==> src/rtl/demux_pkg.sv <==
// Shared constants and types for the 1-to-2 demux and its output FIFOs.
// Optional statistics counters are enabled by DEMUX_STATS_EN.
package demux_pkg;

  localparam int DATA_W_DEF = 8;
  localparam int FIFO_DEPTH = 2;
  localparam int CNT_W      = 8;

  typedef logic [1:0] fifo_cnt_t;

endpackage

==> src/rtl/demux1_2_fifo2.sv <==
// Two-entry FIFO with 1-bit pointers; the head output keeps
// the last popped word while the FIFO is empty.
module fifo2
  import demux_pkg::*;
#(
  parameter int WIDTH = DATA_W_DEF,
  parameter int DEPTH = FIFO_DEPTH
) (
  input  logic             CLK,
  input  logic             RST_N,
  input  logic             push,
  input  logic             pop,
  input  logic [WIDTH-1:0] din,
  output logic [WIDTH-1:0] dout,
  output logic             full,
  output logic             empty
);

  logic [WIDTH-1:0] mem [2];
  logic             wr_ptr;
  logic             rd_ptr;
  fifo_cnt_t        cnt;
  logic             do_push;
  logic             do_pop;

  assign full    = (cnt == fifo_cnt_t'(DEPTH));
  assign empty   = (cnt == '0);
  assign do_push = push && !full;
  assign do_pop  = pop && !empty;

  // when empty, the slot behind rd_ptr is the word popped last
  assign dout = empty ? mem[~rd_ptr] : mem[rd_ptr];

  always_ff @(posedge CLK or negedge RST_N) begin
    if (!RST_N) begin
      mem[0] <= '0;
      mem[1] <= '0;
      wr_ptr <= 1'b0;
      rd_ptr <= 1'b0;
      cnt    <= '0;
    end else begin
      if (do_push) begin
        mem[wr_ptr] <= din;
        wr_ptr      <= ~wr_ptr;
      end
      if (do_pop) begin
        rd_ptr <= ~rd_ptr;
      end
      unique case ({do_push, do_pop})
        2'b10:   cnt <= cnt + 2'd1;
        2'b01:   cnt <= cnt - 2'd1;
        default: cnt <= cnt;
      endcase
    end
  end

endmodule

==> src/rtl/demux1_2.sv <==
// 1-to-2 demux routing each input word by SEL into one of two FIFOs.
// DEMUX_STATS_EN adds per-route accepted-word counters CNT_A/CNT_B.
module demux1_2
  import demux_pkg::*;
#(
  parameter int WIDTH = DATA_W_DEF,
  parameter int DEPTH = FIFO_DEPTH
) (
  input  logic             CLK,
  input  logic             RST_N,
  input  logic             SEL,
  input  logic [WIDTH-1:0] IN,
  input  logic             IN_VALID,
  output logic             IN_READY,
  output logic [WIDTH-1:0] A,
  output logic             A_VALID,
  input  logic             A_READY,
  output logic [WIDTH-1:0] B,
  output logic             B_VALID,
  input  logic             B_READY
`ifdef DEMUX_STATS_EN
  ,
  output logic [CNT_W-1:0] CNT_A,
  output logic [CNT_W-1:0] CNT_B
`endif
);

  logic full_a;
  logic full_b;
  logic empty_a;
  logic empty_b;
  logic xfer;
  logic push_a;
  logic push_b;

  // a full route refuses input even if it pops this cycle
  assign IN_READY = SEL ? !full_b : !full_a;
  assign xfer     = IN_VALID && IN_READY;
  assign push_a   = xfer && !SEL;
  assign push_b   = xfer && SEL;
  assign A_VALID  = !empty_a;
  assign B_VALID  = !empty_b;

  fifo2 #(
    .WIDTH(WIDTH),
    .DEPTH(DEPTH)
  ) u_fifo_a (
    .CLK  (CLK),
    .RST_N(RST_N),
    .push (push_a),
    .pop  (A_READY),
    .din  (IN),
    .dout (A),
    .full (full_a),
    .empty(empty_a)
  );

  fifo2 #(
    .WIDTH(WIDTH),
    .DEPTH(DEPTH)
  ) u_fifo_b (
    .CLK  (CLK),
    .RST_N(RST_N),
    .push (push_b),
    .pop  (B_READY),
    .din  (IN),
    .dout (B),
    .full (full_b),
    .empty(empty_b)
  );

`ifdef DEMUX_STATS_EN
  always_ff @(posedge CLK or negedge RST_N) begin
    if (!RST_N) begin
      CNT_A <= '0;
      CNT_B <= '0;
    end else begin
      if (push_a) CNT_A <= CNT_A + 1'b1;
      if (push_b) CNT_B <= CNT_B + 1'b1;
    end
  end
`endif

endmodule

==> config.mk <==
export PLATFORM = sky130hd
export DESIGN_NAME = demux1_2
export DESIGN_NICKNAME = d
export VERILOG_FILES = /design/src/rtl/demux_pkg.sv /design/src/rtl/demux1_2_fifo2.sv /design/src/rtl/demux1_2.sv
export SDC_FILE = /design/constraint.sdc
export NUM_CORES = 1
export LEC_CHECK = 0
export ABC_CLOCK_PERIOD_IN_PS = 2900
export CORE_ASPECT_RATIO = 1.75
export CORE_MARGIN = 10
export CORE_UTILIZATION = 55
export DETAILED_ROUTE_END_ITERATION = 6
export HOLD_SLACK_MARGIN = 0.05
export PLACE_DENSITY = 0.79
export SETUP_SLACK_MARGIN = 0.5
export SLEW_MARGIN = 10
export SYNTH_ARGS = -nofsm -noshare
export SYNTH_HDL_FRONTEND = slang
export SYNTH_HIERARCHICAL = 1
export SYNTH_SLANG_ARGS = --single-unit
==> constraint.sdc <==
create_clock -name CLK -period 2.9 [get_ports CLK]
set_clock_uncertainty 0.15 [all_clocks]
set_input_delay 0.87 -clock CLK [delete_from_list [all_inputs] [get_ports CLK]]
set_output_delay 0.87 -clock CLK [all_outputs]
set_load 0.03 [all_outputs]
After elaboration in Yosys (flattened, before gate mapping)
Index checks and enable logic that the tools add are counted.
W data, S select, Z words.
{ "totals": {"ramBits": 0, "mem_bits_ro": 0, "elab_cells": 79, "in_bits": 14, "ff_bits": 40, "n_memories": 0, "latchBits": 0} }
{ "op_classes": {"eq_ne": 6, "n_bitwise": 10, "addsub": 4, "n_lt_le_gt_ge": 8, "reduce_logical": 18, "shift": 0, "mux": 23, "n_div": 0, "multipliers": 0} }
{ "op_table": {"columns": ["cell", "n"], "rows": [
  ["$mux W8", 16],
  ["$bwmux W16", 2],
  ["$demux W8 S1", 2],
  ["$ge A2 B2 Y1 const B", 6],
  ["$not A1 Y2", 6],
  ["$logic_and A1 B1 Y1", 9],
  ["$eq A2 B2 Y1 const B", 4],
  ["$pmux W2 S2", 2],
  ["$logic_not A1 Y1", 5],
  ["$add A2 B1 Y2 const B", 2],
  ["$eq A2 B1 Y1 const B", 2],
  ["$logic_not A2 Y1", 2],
  ["$lt A2 B1 Y1 const B", 2],
  ["$not A1 Y1", 4],
  ["$reduce_bool A2 Y1", 2],
  ["$sub A2 B1 Y2 const B", 2],
  ["$mux W1", 1]
]} }

Longest topological paths before layout
Gate-level depths: netlist of the first run.
{ "logic_depth": {"ltp_word": 8, "depth_mapped": 8} }

Hierarchy
Netlist of the first run, hierarchy kept.
{ "by_module_without_submodules": {"columns": ["module", "n_inst", "seq_area_each_um2", "cells_per_inst", "area_per_inst_um2"], "rows": [
  ["fifo2", 2, 500.5, 60, 903.4],
  ["demux1_2", 1, 0.0, 5, 33.8]
]} }

Worst setup path after synthesis of the first run
Ideal clock, no wire load.
{ "synth_path": {"path_kind": "input -> output", "startpoint": "input SEL", "endpoint": "output IN_READY", "t_required_ns": 1.880, "path_slack_ns": 0.458, "path_buffers": 0, "arrival_ns": 1.422, "path_stages": 1, "path_cell_list": "mux2i_1"} }
{ "synth_between": {"elab_chain_len": 1} }
{ "synth_lines": {"columns": ["item", "line_no", "text"], "rows": [
  ["start, declared", "demux1_2.sv:11", "input logic SEL,"],
  ["$mux W1", "demux1_2.sv:37", "assign IN_READY = SEL ? !full_b : !full_a;"],
  ["end, declared", "demux1_2.sv:14", "output logic IN_READY,"]
]} }
No other way between the ends.

Final worst setup path of the first run
{ "layout_path": {"startpoint": "register u_fifo_a.cnt[1]", "endpoint": "output A[6]"} }
{ "layout_between": {"elab_chain_len": 2} }
{ "layout_lines": {"columns": ["item", "line_no", "text"], "rows": [
  ["start, declared", "demux1_2_fifo2.sv:22", "fifo_cnt_t cnt;"],
  ["start signal, assigned", "demux1_2_fifo2.sv:50", "2'b10: cnt <= cnt + 2'd1;"],
  ["start signal, assigned", "demux1_2_fifo2.sv:51", "2'b01: cnt <= cnt - 2'd1;"],
  ["start signal, assigned", "demux1_2_fifo2.sv:52", "default: cnt <= cnt;"],
  ["$logic_not A2 Y1", "demux1_2_fifo2.sv:27", "assign empty = (cnt == '0);"],
  ["via empty_a", "demux1_2.sv:30", "logic empty_a;"],
  ["$mux W8", "demux1_2_fifo2.sv:32", "assign dout = empty ? mem[~rd_ptr] : mem[rd_ptr];"],
  ["end, declared", "demux1_2.sv:15", "output logic [WIDTH-1:0] A,"]
]} }
The timed path passes the listed nets, and every way through them passes these cells.

==> results.md, run 1 <==
- Min Tclk post-route: 2.65 ns
- Final setup viols: 0
- Post-synthesis mux area share: 29.9%
- CP Launch Type: flop
- Area of the core: 3180 um2
- Avg Synthesized Cell Area: ~15 um2
- Worst path arrival time: 1.63 ns
- CP endpoint kind: output pin
- Hold depth: 1
- Seq cells post-synth: 40
- Synthesized-area fraction occupied by adder cells: under 10%
- Post-route DRC: 0
- Post-Syn Instances: around 130
- Hold_buf cts: 0
- Post-DR wirelength/cell: roughly 19 um
- Setup_tns: 0 ns
- CP max FO: 8
- CTS tree: built
- Synth area leaders: dfrtp_1 54%, mux2_2 29%, xnor2_1 2.9%
- Layout cells sized above 1: 59.1%
- Drt first-iter violations: 25
- Slowest stage delay, CP: ~0.41 ns
- Global-route wire length before repair: 6910 um
- GP Congestion: 0.744
- Area growth, synth to finish: 41.1%
- Mapped Area: 1840 um2
- Worst slew pin tran: around 0.90 ns
- Antenna cells: 0
- Syn nets: 141
- Synth cell types: 18
- Port Buffers: 32
- Clk buf depth: 2
- IO Pins: 33
- Vias in the first global route: 1370
- Worst-skew pair later-pin latency: 0.29 ns
- Routed Antenna Nets: 0
- Fill cells: 193
- First-pass DRT Iterations: 3
- Drt total wl: 4240 um
- Reg2reg end: u_fifo_a/mem[15]
- Max-cap check violation count: 0
- Multi-input logic area: 903 um2
- Routed vias: 1151
- Status: complete, no violations
- Main combinational cell family by area after synthesis: multiplexers
- Top-area cell type share of the netlist area: 54.4%
- Crit Path Class: flop to output pin
- Register area: 1000 um2
- Crit path cell chain: nor2_4, xnor2_2, buf_12, mux2_4, buf_6
- Synth area leader: dfrtp_1
- Hold EP: u_fifo_b/mem[2]
- Sequential area share after synthesis: 54.4%
- Hold Path Origin: u_fifo_b/mem[2]
- GR Overflow Total: 0
- Final net count: 196
- Reg clk slew, reported paths: around 0.070 ns
- Synth Area in XOR/XNOR: 6.53%
- F_max: about 380 MHz
- Clk sinks: 40
- Final HPWL DP: 2900 um
- Worst endpoint required time: 1.88 ns
- Vias per Instance: a little over 5
- Initial antenna violation count: 0
- Complex-gate fraction of the synthesized area: 0%
- Simple-Gate Fraction of Synth Area: 6.46%
- Die Wd: 63.7 um
- Slew HR: 40.2%
- Largest net degree at the start of global routing: 41
- Initial core utilization: around 58%
- GRT Util Overall: 14.7%
- FF-to-FF path depth: 8
- RSZ-0062 raised after global routing: yes
- Die area: a little over 6000 um2
- Ys Warns: 6
- Placement Rows: 27
- Setup slack, reg-to-reg: 0.80 ns
- Fin. max-slew vios: 0
- TritonCTS Buffers: 5
- Reg2reg start: u_fifo_a/cnt[0]
- Min-delay worst type: flop to flop
- Chip Height: roughly 97 um
- Root buffer cell: clkbuf_8
- Period utilisation layout: 91.2%
- Final Hold Viols: 0
- Htree depth: 2
- Worst-path cell with the longest stage delay: dfrtp_1
==> cell families (layout without fill, tap and decap cells) <==
logic type    count (synthesis)  count (layout)
mux                          49              49
flops                        40              40
simple gates                 16              16
xor+xnor                     12              12
buf+inv                       6              62
fa+ha+maj                     2               2
==> worst max-delay path by stage <==
| stage | startpoint | end | slack [ns] | depth (start not counted) |
|---|---|---|---|---|
| final | u_fifo_a/cnt[1] | A[6] | 0.25 | 5 |
| after global routing | u_fifo_a/cnt[1] | A[6] | 0.19 | 5 |
| after CTS | u_fifo_b/cnt[1] | B[3] | 0.24 | 5 |
| after detailed placement | u_fifo_a/cnt[1] | A[6] | 0.02 | 5 |
| after global placement | u_fifo_a/cnt[1] | A[1] | 0.04 | 5 |
| after floorplan | u_fifo_b/cnt[0] | B[0] | 0.56 | 3 |
==> through the flow <==
stage,instances,setup slack [ns],hold WS (ns),area (um2),util [%]
6_report,224,0.254,0.364,2600,81.8
4_1_cts,223,0.236,0.363,2580,81.2
2_1_floorplan,125,0.564,0.325,1840,-
3_5_place_dp,212,0.0238,0.342,2330,73.4
3_3_place_gp,212,0.0423,0.333,2330,73.4
5_1_grt,224,0.191,0.380,2600,81.8
==> synthesized netlist by cell type (all sizes together) <==
master	number
ha	2
nor3b	3
nand2	2
buf	2
dfrtp	40
xnor2	8
nor2	4
nor2b	2
mux2i	1
mux2	48
inv	4
xor2	4
nand2b	2
and3b	1
and3	2
==> registers in the layout, indices dropped and copies added (netlist names) <==
register and count:
u_fifo_a/cnt 2, u_fifo_a/mem 16, u_fifo_a/rd_ptr 1, u_fifo_a/wr_ptr 1, u_fifo_b/cnt 2, u_fifo_b/mem 16
u_fifo_b/rd_ptr 1, u_fifo_b/wr_ptr 1
==> worst max-delay path, delay by kind of cell, from the launching register on <==
kind | cells | cell delay [ns]
buf+inv | 2 | 0.31
mux | 1 | 0.32
flops | 1 | 0.41
xor+xnor | 1 | 0.14
simple gates | 1 | 0.15
==> metal layers <==
layer / vias up / GRT usage [%] / share of wire, %
met5: - / 0 / 0
met4: 0 / 6.59 / 1.1
met3: 4 / 4.49 / 4.3
met2: 24 / 27.6 / 57
met1: 584 / 14.4 / 38
li1: 539 / - / -
==> cells in the final DEF (no fill, tap or decap), types with 2 or more instances in the layout <==
cell             Yosys  final
and3_1               2      2
buf_12               0      2
buf_2                2      2
buf_4                0     14
buf_6                0     19
clkbuf_8             0      7
clkdlybuf4s50_1      0     11
dfrtp_1             40     40
ha_1                 2      2
inv_1                2      2
mux2_2              48     32
mux2_4               0     16
nand2_1              2      2
nor2_1               4      2
nor2_4               0      2
nor2b_1              2      2
nor3b_4              2      2
xnor2_1              6      6
xnor2_2              2      2
xor2_1               4      4
==> timing repair <==
item / CTS / global route
pin swaps: 4 / 4
buffers inserted: 3 / 1
resized for setup: 143 / 5
setup endpoints to repair: 19 / 35
cloned: 0 / 0
==> layout make-up <==
class	instances	area share [%]
Sequential cell	40	38.5
Timing Repair Buffer	50	19.1
Inverter	4	0.674
Clock buffer	7	3.71
Clock inverter	1	1.16
Tap cell	43	2.07
Multi-Input combinational cell	79	34.8
Power of run 1 is not shown: default switching activity piles up to over one toggle a cycle in this logic, so the estimate is an artifact.
==> run 2: changes to the inputs <==
--- a/config.mk
+++ b/config.mk
@@ -15,3 +15,3 @@
 export SETUP_SLACK_MARGIN = 0.5
-export SLEW_MARGIN = 10
+export SLEW_MARGIN = 20
 export SYNTH_ARGS = -nofsm -noshare
--- a/constraint.sdc
+++ b/constraint.sdc
@@ -4,2 +4,2 @@
 set_output_delay 0.87 -clock CLK [all_outputs]
-set_load 0.03 [all_outputs]
+set_load 0.05 [all_outputs]
==> run 2 against run 1 <==
Compared with the run above:
- first-iteration DRC count is 48% lower
- final cell count is 2.2% lower
- clock-buffer cell count stayed put
- die area stayed put
- sequential share of layout area is 0.096 points higher
- critical path depth stayed put
- largest cell class unchanged
==> results.md, run 2 (synthesis results as in run 1) <==
- Fill cells: 207
- First-pass DRT Iterations: 2
- Routed vias: 1132
- Final net count: 192
- CTS tree: built
- Clk sinks: 40
- Status: complete, no violations
- Largest net degree at the start of global routing: 41
- Drt first-iter violations: 13
- Vias per Instance: 5.17
- Period utilisation layout: slightly above 90%
- Fin. max-slew vios: 0
- Post-DR wirelength/cell: 17.8 um
- Reg2reg start: u_fifo_b/cnt[0]
- Final setup viols: 0
- IO Pins: 33
- GP Congestion: 0.697
- Final Hold Viols: 0
- Initial antenna violation count: 0
- Crit path cell chain: nor2_4, xnor2_2, buf_6, mux2_4, buf_8
- Worst-path cell with the longest stage delay: dfrtp_2
- Root buffer cell: clkbuf_8
- Drt total wl: approximately 3900 um
- Post-route DRC: 0
- Slew HR: a little over two fifths
- RSZ-0062 raised after global routing: yes
- Layout cells sized above 1: about 60%
- Area growth, synth to finish: 41.1%
- Register area: 1000 um2
- CP startpoint: u_fifo_b/cnt[0]
- GR Overflow Total: 0
- TritonCTS Buffers: 5
- Most common cell after layout, fill and taps aside: dfrtp_1
- CP endpoint kind: output pin
- Antenna cells: 0
- Chip Height: 96.5 um
- Non-Filler Instances: 219
- CP Launch Type: flop
- Crit Path Class: flop to output pin
- Most frequent cells in the layout: 38 x dfrtp_1, 32 x mux2_2, 16 x mux2_4
- Slowest stage delay, CP: 0.43 ns
- Initial core utilization: 58.0%
- Die Wd: 63.7 um
- Worst endpoint required time: 1.88 ns
- Hold Path Origin: u_fifo_a/mem[0]
- Area of the core: 3180 um2
- Routed Antenna Nets: 0
- CP max FO: 8
- Placement Rows: 27
- Worst path arrival time: 1.66 ns
- Multi-input logic area: a little over 900 um2
- F_max: 373 MHz
- GRT Util Overall: between 10% and 20%
- Largest registers: u_fifo_a/mem (16), u_fifo_b/mem (16)
- Setup_tns: 0 ns
- Worst-skew pair later-pin latency: 0.28 ns
- Vias in the first global route: 1320
- Worst slew pin tran: 0.866 ns
- Global-route wire length before repair: 6580 um
- Final HPWL DP: 2720 um
- Htree depth: 2
- Max-cap check violation count: 0
- Dpl cells: 204
- Min Tclk post-route: 2.68 ns
- Clk buf depth: 2
- Min-delay worst type: flop to flop
- Port Buffers: 32
- Die area: 6150 um2
- Reg clk slew, reported paths: 0.07 ns
==> run 2: changes by cell type in the layout (fill, tap and decap cells not counted), sizes merged <==
cell           previous run  this run
buf                      37        33
bufinv                    1         0
clkdlybuf4s15             1         0
dlygate4sd2               0         1
==> run 2: layout make-up <==
cell class / instances / share of cell area, %
multi-input combinational: 79 / 35.4
timing repair buffer: 46 / 19.5
inverter: 4 / 0.771
tap: 43 / 2.07
clock buffer: 7 / 3.71
sequential: 40 / 38.6
==> run 2: metrics by stage <==
step / setup WS (ns) / instance area [um2] / util [%] / hold slack [ns]
after CTS: 0.214 / 2580 / 81.3 / 0.362
final: 0.217 / 2600 / 81.8 / 0.360
after floorplan: 0.522 / 1850 / - / 0.325
after global placement: 0.0361 / 2260 / 71.3 / 0.333
after global routing: 0.157 / 2600 / 81.8 / 0.384
after detailed placement: 0.00257 / 2260 / 71.3 / 0.340
==> run 2: worst max-delay path: cells and delay by family, from the launching register on <==
family	cells	cell delay [ns]
flops	1	0.43
buf+inv	2	0.34
mux	1	0.33
simple gates	1	0.14
xor+xnor	1	0.12
==> run 2: final timing paths <==
check	endpoint	slack, ns	cells after the start
setup reg to reg	u_fifo_b/mem[15]	0.78	8
hold reg to reg	u_fifo_a/mem[0]	0.36	1
min in group asynchronous	u_fifo_b/mem[10]	0.54	1
setup / recovery	B[2]	0.22	5
max in group asynchronous	u_fifo_b/cnt[0]	1.45	1
hold / removal	u_fifo_a/mem[0]	0.36	1
==> run 2: timing repair <==
action                                  4_1_cts  5_1_grt
gates resized for setup                      55        5
endpoints found under the setup margin       25       37
hold buffers                                  0        0
buffers inserted                              7        1
pin swaps                                     2        2
==> run 2: layer usage <==
| metal | vias up | wire, um | GRT usage, % |
|---|---|---|---|
| met5 | - | 0 | 0 |
| met4 | 0 | 12 | 4.40 |
| met3 | 2 | 164 | 4.84 |
| met2 | 23 | 2220 | 25.1 |
| met1 | 578 | 1490 | 14.5 |
| li1 | 529 | - | - |
Power of run 2 is left out for the same reason.
==> run 3: changes to the inputs <==
- CAP_MARGIN: default -> 15
==> results of run 3 <==
No change in the layout: final DEF, timing and power equal those of run 2.
Power of run 3 is left out for the same reason.
